### src/rtl/host_cmd_framer_if.sv
// Command handshake bundle between a host command source and host_cmd_framer.
// One command moves per cycle where CMD_VALID and CMD_READY are both high.
interface host_cmd_framer_if;
    logic       CMD_VALID;
    logic       CMD_READY;
    logic [1:0] CMD_TYPE;
    logic [7:0] CMD_B0;
    logic [7:0] CMD_B1;
    logic [7:0] CMD_B2;
    logic       PAR_EN;
    logic       PAR_TYP;

    modport master (
        output CMD_VALID, CMD_TYPE, CMD_B0, CMD_B1, CMD_B2,
        output PAR_EN, PAR_TYP,
        input  CMD_READY
    );

    modport slave (
        input  CMD_VALID, CMD_TYPE, CMD_B0, CMD_B1, CMD_B2,
        input  PAR_EN, PAR_TYP,
        output CMD_READY
    );
endinterface

### src/rtl/host_cmd_framer.sv
// Expands one host command into its AA/BB/CC/DD byte sequence and
// serialises it as back-to-back UART frames on SER_OUT.
module host_cmd_framer #(
    parameter int CLKS_PER_BIT = 32,
    parameter int DATA_WIDTH   = 8
) (
    input  logic                CLK,
    input  logic                RST,
    host_cmd_framer_if.slave    cmd,
    output logic                SER_OUT,
    output logic                BUSY,
    output logic                CMD_DONE
);

    localparam int IDX_W = $clog2(DATA_WIDTH);
    localparam logic [7:0] CNT_MAX = 8'(CLKS_PER_BIT - 1);
    localparam logic [IDX_W-1:0] IDX_MAX = IDX_W'(DATA_WIDTH - 1);

    typedef enum logic [2:0] {
        S_IDLE,
        S_START,
        S_DATA,
        S_PARITY,
        S_STOP
    } state_e;

    state_e                  state_q;
    logic [7:0]              bit_cnt_q;
    logic [IDX_W-1:0]        bit_idx_q;
    logic [1:0]              byte_idx_q;
    logic [1:0]              type_q;
    logic [DATA_WIDTH-1:0]   b0_q;
    logic [DATA_WIDTH-1:0]   b1_q;
    logic [DATA_WIDTH-1:0]   b2_q;
    logic                    par_en_q;
    logic                    par_typ_q;
    logic                    ser_q;
    logic                    done_q;

    logic [DATA_WIDTH-1:0]   cur_byte;
    logic [1:0]              last_idx;
    logic [IDX_W-1:0]        bit_idx_d;
    logic                    cell_end;
    logic                    par_bit;

    // Byte 0 is the protocol header; later bytes are the latched payload.
    always_comb begin
        cur_byte = '0;
        unique case (byte_idx_q)
            2'd0: begin
                unique case (type_q)
                    2'b00: cur_byte = 8'hAA;
                    2'b01: cur_byte = 8'hBB;
                    2'b10: cur_byte = 8'hCC;
                    2'b11: cur_byte = 8'hDD;
                endcase
            end
            2'd1: cur_byte = b0_q;
            2'd2: cur_byte = b1_q;
            2'd3: cur_byte = b2_q;
        endcase
    end

    always_comb begin
        last_idx = 2'd1;
        unique case (type_q)
            2'b00: last_idx = 2'd2;
            2'b01: last_idx = 2'd1;
            2'b10: last_idx = 2'd3;
            2'b11: last_idx = 2'd1;
        endcase
    end

    assign cell_end  = (bit_cnt_q == CNT_MAX);
    assign bit_idx_d = bit_idx_q + IDX_W'(1);
    assign par_bit   = (^cur_byte) ^ par_typ_q;

    always_ff @(posedge CLK) begin
        if (RST) begin
            state_q    <= S_IDLE;
            bit_cnt_q  <= '0;
            bit_idx_q  <= '0;
            byte_idx_q <= '0;
            type_q     <= '0;
            b0_q       <= '0;
            b1_q       <= '0;
            b2_q       <= '0;
            par_en_q   <= 1'b0;
            par_typ_q  <= 1'b0;
            ser_q      <= 1'b1;
            done_q     <= 1'b0;
        end else begin
            done_q <= 1'b0;
            unique case (state_q)
                S_IDLE: begin
                    if (cmd.CMD_VALID) begin
                        type_q     <= cmd.CMD_TYPE;
                        b0_q       <= cmd.CMD_B0;
                        b1_q       <= cmd.CMD_B1;
                        b2_q       <= cmd.CMD_B2;
                        par_en_q   <= cmd.PAR_EN;
                        par_typ_q  <= cmd.PAR_TYP;
                        byte_idx_q <= '0;
                        bit_cnt_q  <= '0;
                        ser_q      <= 1'b0;
                        state_q    <= S_START;
                    end
                end
                S_START: begin
                    if (cell_end) begin
                        bit_cnt_q <= '0;
                        bit_idx_q <= '0;
                        ser_q     <= cur_byte[0];
                        state_q   <= S_DATA;
                    end else begin
                        bit_cnt_q <= bit_cnt_q + 8'd1;
                    end
                end
                S_DATA: begin
                    if (cell_end) begin
                        bit_cnt_q <= '0;
                        if (bit_idx_q == IDX_MAX) begin
                            bit_idx_q <= '0;
                            if (par_en_q) begin
                                ser_q   <= par_bit;
                                state_q <= S_PARITY;
                            end else begin
                                ser_q   <= 1'b1;
                                state_q <= S_STOP;
                            end
                        end else begin
                            bit_idx_q <= bit_idx_d;
                            ser_q     <= cur_byte[bit_idx_d];
                        end
                    end else begin
                        bit_cnt_q <= bit_cnt_q + 8'd1;
                    end
                end
                S_PARITY: begin
                    if (cell_end) begin
                        bit_cnt_q <= '0;
                        ser_q     <= 1'b1;
                        state_q   <= S_STOP;
                    end else begin
                        bit_cnt_q <= bit_cnt_q + 8'd1;
                    end
                end
                S_STOP: begin
                    if (cell_end) begin
                        bit_cnt_q <= '0;
                        if (byte_idx_q == last_idx) begin
                            byte_idx_q <= '0;
                            ser_q      <= 1'b1;
                            done_q     <= 1'b1;
                            state_q    <= S_IDLE;
                        end else begin
                            byte_idx_q <= byte_idx_q + 2'd1;
                            ser_q      <= 1'b0;
                            state_q    <= S_START;
                        end
                    end else begin
                        bit_cnt_q <= bit_cnt_q + 8'd1;
                    end
                end
                default: state_q <= S_IDLE;
            endcase
        end
    end

    assign cmd.CMD_READY = (state_q == S_IDLE);
    assign BUSY          = (state_q != S_IDLE);
    assign SER_OUT       = ser_q;
    assign CMD_DONE      = done_q;

endmodule

### src/flat_wrapper.sv
// flat-port wrapper written by rule: the top's interface ports become plain ports
module host_cmd_framer_flat 
#(
    parameter int CLKS_PER_BIT = 32,
    parameter int DATA_WIDTH   = 8
)
  (CLK, RST, SER_OUT, BUSY, CMD_DONE, cmd_CMD_VALID, cmd_CMD_TYPE, cmd_CMD_B0, cmd_CMD_B1, cmd_CMD_B2, cmd_PAR_EN, cmd_PAR_TYP, cmd_CMD_READY);
  host_cmd_framer_if cmd_i ();
  input  logic CLK;
  input  logic RST;
  output logic SER_OUT;
  output logic BUSY;
  output logic CMD_DONE;
  input wire logic [$bits(cmd_i.CMD_VALID)-1:0] cmd_CMD_VALID;
  input wire logic [$bits(cmd_i.CMD_TYPE)-1:0] cmd_CMD_TYPE;
  input wire logic [$bits(cmd_i.CMD_B0)-1:0] cmd_CMD_B0;
  input wire logic [$bits(cmd_i.CMD_B1)-1:0] cmd_CMD_B1;
  input wire logic [$bits(cmd_i.CMD_B2)-1:0] cmd_CMD_B2;
  input wire logic [$bits(cmd_i.PAR_EN)-1:0] cmd_PAR_EN;
  input wire logic [$bits(cmd_i.PAR_TYP)-1:0] cmd_PAR_TYP;
  output wire logic [$bits(cmd_i.CMD_READY)-1:0] cmd_CMD_READY;
  assign cmd_i.CMD_VALID = cmd_CMD_VALID;
  assign cmd_i.CMD_TYPE = cmd_CMD_TYPE;
  assign cmd_i.CMD_B0 = cmd_CMD_B0;
  assign cmd_i.CMD_B1 = cmd_CMD_B1;
  assign cmd_i.CMD_B2 = cmd_CMD_B2;
  assign cmd_i.PAR_EN = cmd_PAR_EN;
  assign cmd_i.PAR_TYP = cmd_PAR_TYP;
  assign cmd_CMD_READY = cmd_i.CMD_READY;
  host_cmd_framer #(.CLKS_PER_BIT(CLKS_PER_BIT), .DATA_WIDTH(DATA_WIDTH)) u_core (.CLK(CLK), .RST(RST), .cmd(cmd_i), .SER_OUT(SER_OUT), .BUSY(BUSY), .CMD_DONE(CMD_DONE));
endmodule
### config.mk
export PLATFORM = sky130hd
export DESIGN_NAME = host_cmd_framer_flat
export DESIGN_NICKNAME = d
export VERILOG_FILES = /design/src/rtl/host_cmd_framer_if.sv /design/src/rtl/host_cmd_framer.sv /design/src/flat_wrapper.sv
export SDC_FILE = /design/constraint.sdc
export NUM_CORES = 1
export LEC_CHECK = 0
export CORE_MARGIN = 2
export CORE_UTILIZATION = 47
export DETAILED_ROUTE_END_ITERATION = 8
export GPL_TIMING_DRIVEN = 0
export PLACE_DENSITY = 0.7
export REMOVE_ABC_BUFFERS = 1
export SETUP_SLACK_MARGIN = 0.2
export SLEW_MARGIN = 20
export SYNTH_ARGS = -nofsm -noshare
export SYNTH_HDL_FRONTEND = slang
export SYNTH_SLANG_ARGS = --single-unit
### constraint.sdc
create_clock -name CLK -period 2.9 [get_ports CLK]
set_clock_uncertainty 0.15 [all_clocks]
set_input_delay 0.435 -clock CLK [delete_from_list [all_inputs] [get_ports CLK]]
set_output_delay 0.435 -clock CLK [all_outputs]
set_load 0.02 [all_outputs]
## Word-level counts from Yosys, hierarchy flattened

Index checks and enable logic that the tools add are counted.
Widths: inputs -> output; s select.

| storage, ports and cells | value |
|---|---|
| flip-flop bits (word level) | 46 |
| bits of input ports | 31 |
| output and inout port bits | 4 |
| word-level logic and storage cells | 90 |

| operators by class | value |
|---|---|
| $add $sub $neg | 3 |
| order comparisons | 1 |
| equality and inequality tests | 19 |
| muxes and demuxes | 34 |
| bitwise logic cells | 3 |
| reductions and logical operators | 18 |

Operators with widths:

| kind | number |
|---|---|
| $pmux 8 s4 | 2 |
| $mux 3 | 10 |
| $mux 8 | 2 |
| $pmux 8 s2 | 1 |
| $pmux 3 s5 | 1 |
| $reduce_and 6->1 | 2 |
| $mux 1 | 10 |
| $ne 2x1->1 const B | 5 |
| $add 8x1->8 const B | 1 |
| $eq 2x2->1 const B | 4 |
| $eq 8x5->1 const B | 1 |
| $reduce_xor 8->1 | 1 |
| $eq 3x2->1 const B | 2 |
| $eq 3x3->1 const B | 2 |
| $mux 2 | 3 |
| $pmux 2 s3 | 1 |
| $pmux 3 s2 | 1 |
| $reduce_and 3->1 | 2 |
| $reduce_bool 2->1 | 3 |
| $pmux 1 s5 | 1 |
| $reduce_bool 5->1 | 1 |
| $eq 2x1->1 const B | 2 |
| $logic_not 2->1 | 2 |
| $lt 3x4->1 const B | 1 |
| other kinds (15) | 17 |

## Depth between registers and ports, before layout

| logic depth | value |
|---|---|
| depth in word-level cells | 9 |
| gate-level depth with buffers | 9 |
| mapped depth without buffers | 8 |

## Least setup slack after synthesis

No wires, ideal clock.

| timing | value |
|---|---|
| kind | reg-to-reg |
| from | reg u_core.byte_idx_q[0] |
| to | reg u_core.ser_q, in the netlist u_core.SER_OUT |
| setup time | 127 ps |
| arrival | 2098 ps |
| data required time | 2623 ps |
| path slack | 525 ps |
| stages on the path, launching flop included | 10 |
| buffers on the path | 1 |
| clock period less this slack | 2375 ps |
| cell sequence | dfxtp_1 -> inv_1 -> ha_1 -> buf_4 -> a21oi_1 -> a21oi_1 -> o311a_1 -> or3_1 -> a2111oi_2 -> nor3b_1 |

| on the way | value |
|---|---|
| longest elaborated chain between the ends | 8 |
| elaborated cells on any way between the ends | 17 |
| classes of those cells | eq/ne: 4; mux: 10; bitwise: 1; reduce/logical: 2 |

RTL lines:

| what | line | source |
|---|---|---|
| from (decl) | host_cmd_framer.sv:30 | `logic [1:0] byte_idx_q;` |
| from (signal assigned) | host_cmd_framer.sv:157 | `byte_idx_q <= byte_idx_q + 2'd1;` |
| $eq 2x2->1 (tied with other cells) | host_cmd_framer.sv:49 | `unique case (byte_idx_q)` |
| $pmux 8 s4 | host_cmd_framer.sv:49 |  |
| $reduce_xor 8->1 | host_cmd_framer.sv:76 | `assign par_bit = (^cur_byte) ^ par_typ_q;` |
| $xor 1x1->1 | host_cmd_framer.sv:76 |  |
| $mux 1 | host_cmd_framer.sv:124 | `if (par_en_q) begin` |
| $mux 1 | host_cmd_framer.sv:122 | `if (bit_idx_q == IDX_MAX) begin` |
| $mux 1 | host_cmd_framer.sv:120 | `if (cell_end) begin` |
| $pmux 1 s5 * | host_cmd_framer.sv:94 | `unique case (state_q)` |
| to (signal assigned) | host_cmd_framer.sv:113 | `ser_q <= cur_byte[0];` |
| to (signal assigned) | host_cmd_framer.sv:125 | `ser_q <= par_bit;` |
| to (signal assigned) | host_cmd_framer.sv:133 | `ser_q <= cur_byte[bit_idx_d];` |
| to (decl) | host_cmd_framer.sv:37 | `logic ser_q;` |

Mark *: on every way between the ends. The rest lies on a longest branch, timed or not. The select of a mux whose other input is x is not followed.
A chain may end at the register's enable or synchronous reset.

## Worst setup path after layout

| timing | value |
|---|---|
| from | reg u_core.state_q[0] |
| to | out cmd_CMD_READY |

| on the way | value |
|---|---|
| longest elaborated chain between the ends | 1 |

RTL lines:

| what | line | source |
|---|---|---|
| from (decl) | host_cmd_framer.sv:27 | `state_e state_q;` |
| from (signal assigned) | host_cmd_framer.sv:80 | `state_q <= S_IDLE;` |
| from (signal assigned) | host_cmd_framer.sv:106 | `state_q <= S_START;` |
| from (signal assigned) | host_cmd_framer.sv:114 | `state_q <= S_DATA;` |
| $logic_not 3->1 | host_cmd_framer.sv:170 | `assign cmd.CMD_READY = (state_q == S_IDLE);` |
| to (decl) | flat_wrapper.sv:21 | `output wire logic [$bits(cmd_i.CMD_READY)-1:0] cmd_CMD_READY;` |

Every way passes these cells.

==> results.sh <==
export IMPL_run_status="complete, no violations"
export IMPL_drv_cap=0
export IMPL_drtAntennaViolNets=0
export IMPL_place_detailed_instances=407
export IMPL_internal_power_uw=1277
export IMPL_synth_main_ff_cell="dfxtp_1"
export IMPL_worstHoldEndpoint="u_core.b0_q[3]"
export IMPL_crit_chain="or3_1 > clkinv_2 > clkdlybuf4s50_1"
export IMPL_yosys_area_share_adder_pct=3.530
export IMPL_timing_hold_worst_class="register to register"
export IMPL_number_of_antenna_repair_diodes=0
export IMPL_cts_root_buffer_cell="clkbuf_8"
export IMPL_drt_pass1_iter_count=4
export IMPL_vias_after_detailed_routing=2300
export IMPL_switching_share_pct=35.69
export IMPL_cts_tree="done"
export IMPL_synth_area_in_compound_gates_pct=24.16
export IMPL_area_growth_synth_to_final_pct=19.87
export IMPL_arrival_ps=2030
export IMPL_mappedNetlistArea_um2=2481
export IMPL_grt_setup_unrepaired="yes"
export IMPL_wirelength_um=5498
export IMPL_die_area_um2=5876
export IMPL_grt_pass1_wl_um=9273
export IMPL_synth_simple_area_share_pct=25.01
export IMPL_drt_iter0_drc=83
export IMPL_rows=26
export IMPL_cts_made_buffers=5
export IMPL_portBuffers=34
export IMPL_achievable_frequency_mhz=382.3
export IMPL_cp_max_fo=16
export IMPL_synth_yosys_seq_area_share_pct=37.12
export IMPL_finalMaxSlewViolations=0
export IMPL_ff2ff_setup_slack_ps=310
export IMPL_dr_max_layer_used="met4"
export IMPL_drt_vias_per_instance=5.502
export IMPL_worst_hold_path_num_cells=2
export IMPL_dominant_combinational_cell_family_by_area_after_synthesis="simple AND/OR/NAND/NOR gates"
export IMPL_cpPeakStageDelay_ps=610
export IMPL_drive_above_1_share_pct=9.483
export IMPL_async_reset_ff_share_pct=0
export IMPL_crit_reg2reg_capture="u_core.SER_OUT"
export IMPL_period_minus_slack_ps=2615
export IMPL_maxSlewHeadroom_pct=52.89
export IMPL_ios=35
export IMPL_required_ps=2320
export IMPL_timing_critical_path_slowest_stage_cell="clkdlybuf4s50_1"
export IMPL_crit_end_element="output port"
export IMPL_final_estimated_routing_congestion_in_global_placement=0.8474
export IMPL_clock_insertion_delay_worst_skew_ps=300
export IMPL_critical_path_startpoint_type="register"
export IMPL_yosys_area_top_type="dfxtp_1"
export IMPL_synth_enable_flop_cells=0
export IMPL_nets=385
export IMPL_synth_xor_xnor_area_share_pct=3.833
export IMPL_yosys_top_cells_area="dfxtp_1 37%, nand2_1 12%, a21oi_1 10%, ha_1 3.5%, nor2_1 2.9%"
export IMPL_worst_slew_pin_transition_ps=705.9
export IMPL_grt_pass1_vias=2100
export IMPL_ys_seq_elements=46
export IMPL_fp_coreArea_um2=5107
export IMPL_muxShareOfSynthArea_pct=0.8069
export IMPL_clock_tree_buffer_depth=2
export IMPL_clkTransAtPathRegs_ps=80
export IMPL_post_route_m1_wl_um=2639
export IMPL_avgRoutedWirePerCell_um=13.15
export IMPL_setup_viol_count_final=0
export IMPL_initial_utilization_pct=48.58
export IMPL_worstSetupPathType="register to output port"
export IMPL_p_leak_uw=0.001091
export IMPL_grt_max_degree=31
export IMPL_p_sw_uw=708.9
export IMPL_post_route_period_util_pct=90.19
export IMPL_clkSinkCount=46
export IMPL_synthesis_area_per_instance_um2=7.705
export IMPL_power_frac_seq_pct=43.3
export IMPL_pwr_density_cell_nw_per_um2=667.8
export IMPL_synth_most_common_cell="nand2_1"
export IMPL_timing_reg2reg_worst_path_depth=8
export IMPL_timing_setup_tns_ps=0
export IMPL_synthDistinctLibCells=58
export IMPL_cts_htree_levels=2
export IMPL_vdd_ir_drop_max_v=0.0003231
export IMPL_synth_top_cell_area_share_pct=37.12
export IMPL_synth_warning_count=0
export IMPL_report_power_total_uw=1986
export IMPL_total_drc_errors_in_the_routed_layout=0
export IMPL_final_instance_count_excl_fill=418
export IMPL_dr_wl_met2_um=2550
export IMPL_fillCellCount=520
export IMPL_ys_top_cells_by_count="78 x nand2_1, 50 x a21oi_1, 46 x dfxtp_1"
export IMPL_final_hold_violations=0
export IMPL_post_route_util_pct=58.23
export IMPL_globalRouteTotalUtil_pct=19.21
export IMPL_globalRoute_totalOverflow=0
export IMPL_comb_power_share_pct=33.3
export IMPL_dr_wl_met3_um=261
export IMPL_antenna_violations_before_repair=0
export IMPL_syn_instance_count=322
export IMPL_chipHeight_um=76.66
export IMPL_hold_start="u_core.b0_q[3]"
export IMPL_clock_power_share_pct=23.3
export IMPL_hpwl_um=3642
export IMPL_chipWidth_um=76.66
export IMPL_reg2reg_from="u_core.byte_idx_q[0]"
-- power groups by stage --
stage / Combinational [µW] / Sequential, µW / Clock [µW]
2_1_floorplan: 441 / 850 / 0
6_report: 662 / 861 / 463
5_1_grt: 749 / 881 / 494
3_3_place_gp: 632 / 869 / 0
4_1_cts: 668 / 854 / 473
3_5_place_dp: 644 / 869 / 0
-- final cells by class --
| cell class | instances | area (µm²) | share of cell area [%] |
|---|---|---|---|
| multi-input cells | 249 | 1446 | 48.63 |
| clock buffers | 7 | 76.32 | 2.566 |
| inverters | 8 | 31.28 | 1.052 |
| flip-flops and latches | 46 | 924.6 | 31.09 |
| clock inverters | 1 | 30.03 | 1.010 |
| repair buffers | 37 | 377.9 | 12.71 |
| well taps | 70 | 87.58 | 2.945 |
-- state kept, by name, summed over array words and instances (netlist names) --
name and cells:
u_core.bit_idx_q 3, u_core.b2_q 8, u_core.state_q 3, u_core.b1_q 8, u_core.b0_q 8, u_core.SER_OUT 1
u_core.byte_idx_q 2, u_core.bit_cnt_q 8, u_core.type_q 2, u_core.par_en_q 1, u_core.CMD_DONE 1, u_core.par_typ_q 1
-- worst max-delay path by stage --
| stage | startpoint | slack [ps] | to |
|---|---|---|---|
| floorplan | u_core.state_q[0] | 450 | u_core.SER_OUT |
| global placement | RST | -250 | u_core.SER_OUT |
| detailed placement | cmd_CMD_VALID | 80 | u_core.SER_OUT |
| CTS | u_core.state_q[0] | 180 | cmd_CMD_READY |
| global route | u_core.byte_idx_q[0] | 190 | u_core.SER_OUT |
| finish | u_core.state_q[0] | 280 | cmd_CMD_READY |
-- cell families after synthesis --
| logic type | after synthesis |
|---|---|
| buf+inv | 28 |
| xor+xnor | 10 |
| simple gates | 136 |
| mux | 2 |
| flops | 46 |
| compound gates | 93 |
| fa+ha+maj | 7 |
-- worst max-delay path: cells and delay by family, from the launching register on --
family	cells	cell delay, ps
buffers and inverters	2	750
and+or+nand+nor	1	580
DFF	1	410
-- metal layers --
metal	vias to the layer above	global-route usage [%]
li1	1179	-
met1	1057	25.28
met2	58	31.50
met3	6	3.176
met4	0	7.636
met5	-	0
-- through the flow --
stage / hold slack, ps / instance area [µm²] / setup WS [ps]
after detailed placement: 297.6 / 2825 / 75.08
after global placement: 292.6 / 2803 / -249.7
after CTS: 309.1 / 2953 / 178.1
final: 309.1 / 2974 / 284.5
after global routing: 319.9 / 2974 / 192.8
after floorplan: 279.7 / 2375 / 453.0
-- placed cells by master, fill, tap and decap left out, types with 4 or more instances in the layout --
master            n
a21oi_1          50
clkbuf_8          5
ha_2              4
xor2_1            8
o21ai_0           5
nand3_1           5
clkdlybuf4s50_1  33
dfxtp_1          43
nor2_1           19
nor3_1            4
or3_1             6
a22oi_2           4
inv_1             7
a32oi_1           4
nand2_1          77
-- timing repair --
action | in CTS | in global routing
pin swaps | 2 | 0
hold buffers | 0 | 0
gates cloned | 1 | 0
resized for setup | 0 | 9
buffers inserted | 2 | 0
setup endpoints to repair | 1 | 33
(Power assumes the default switching activity.)
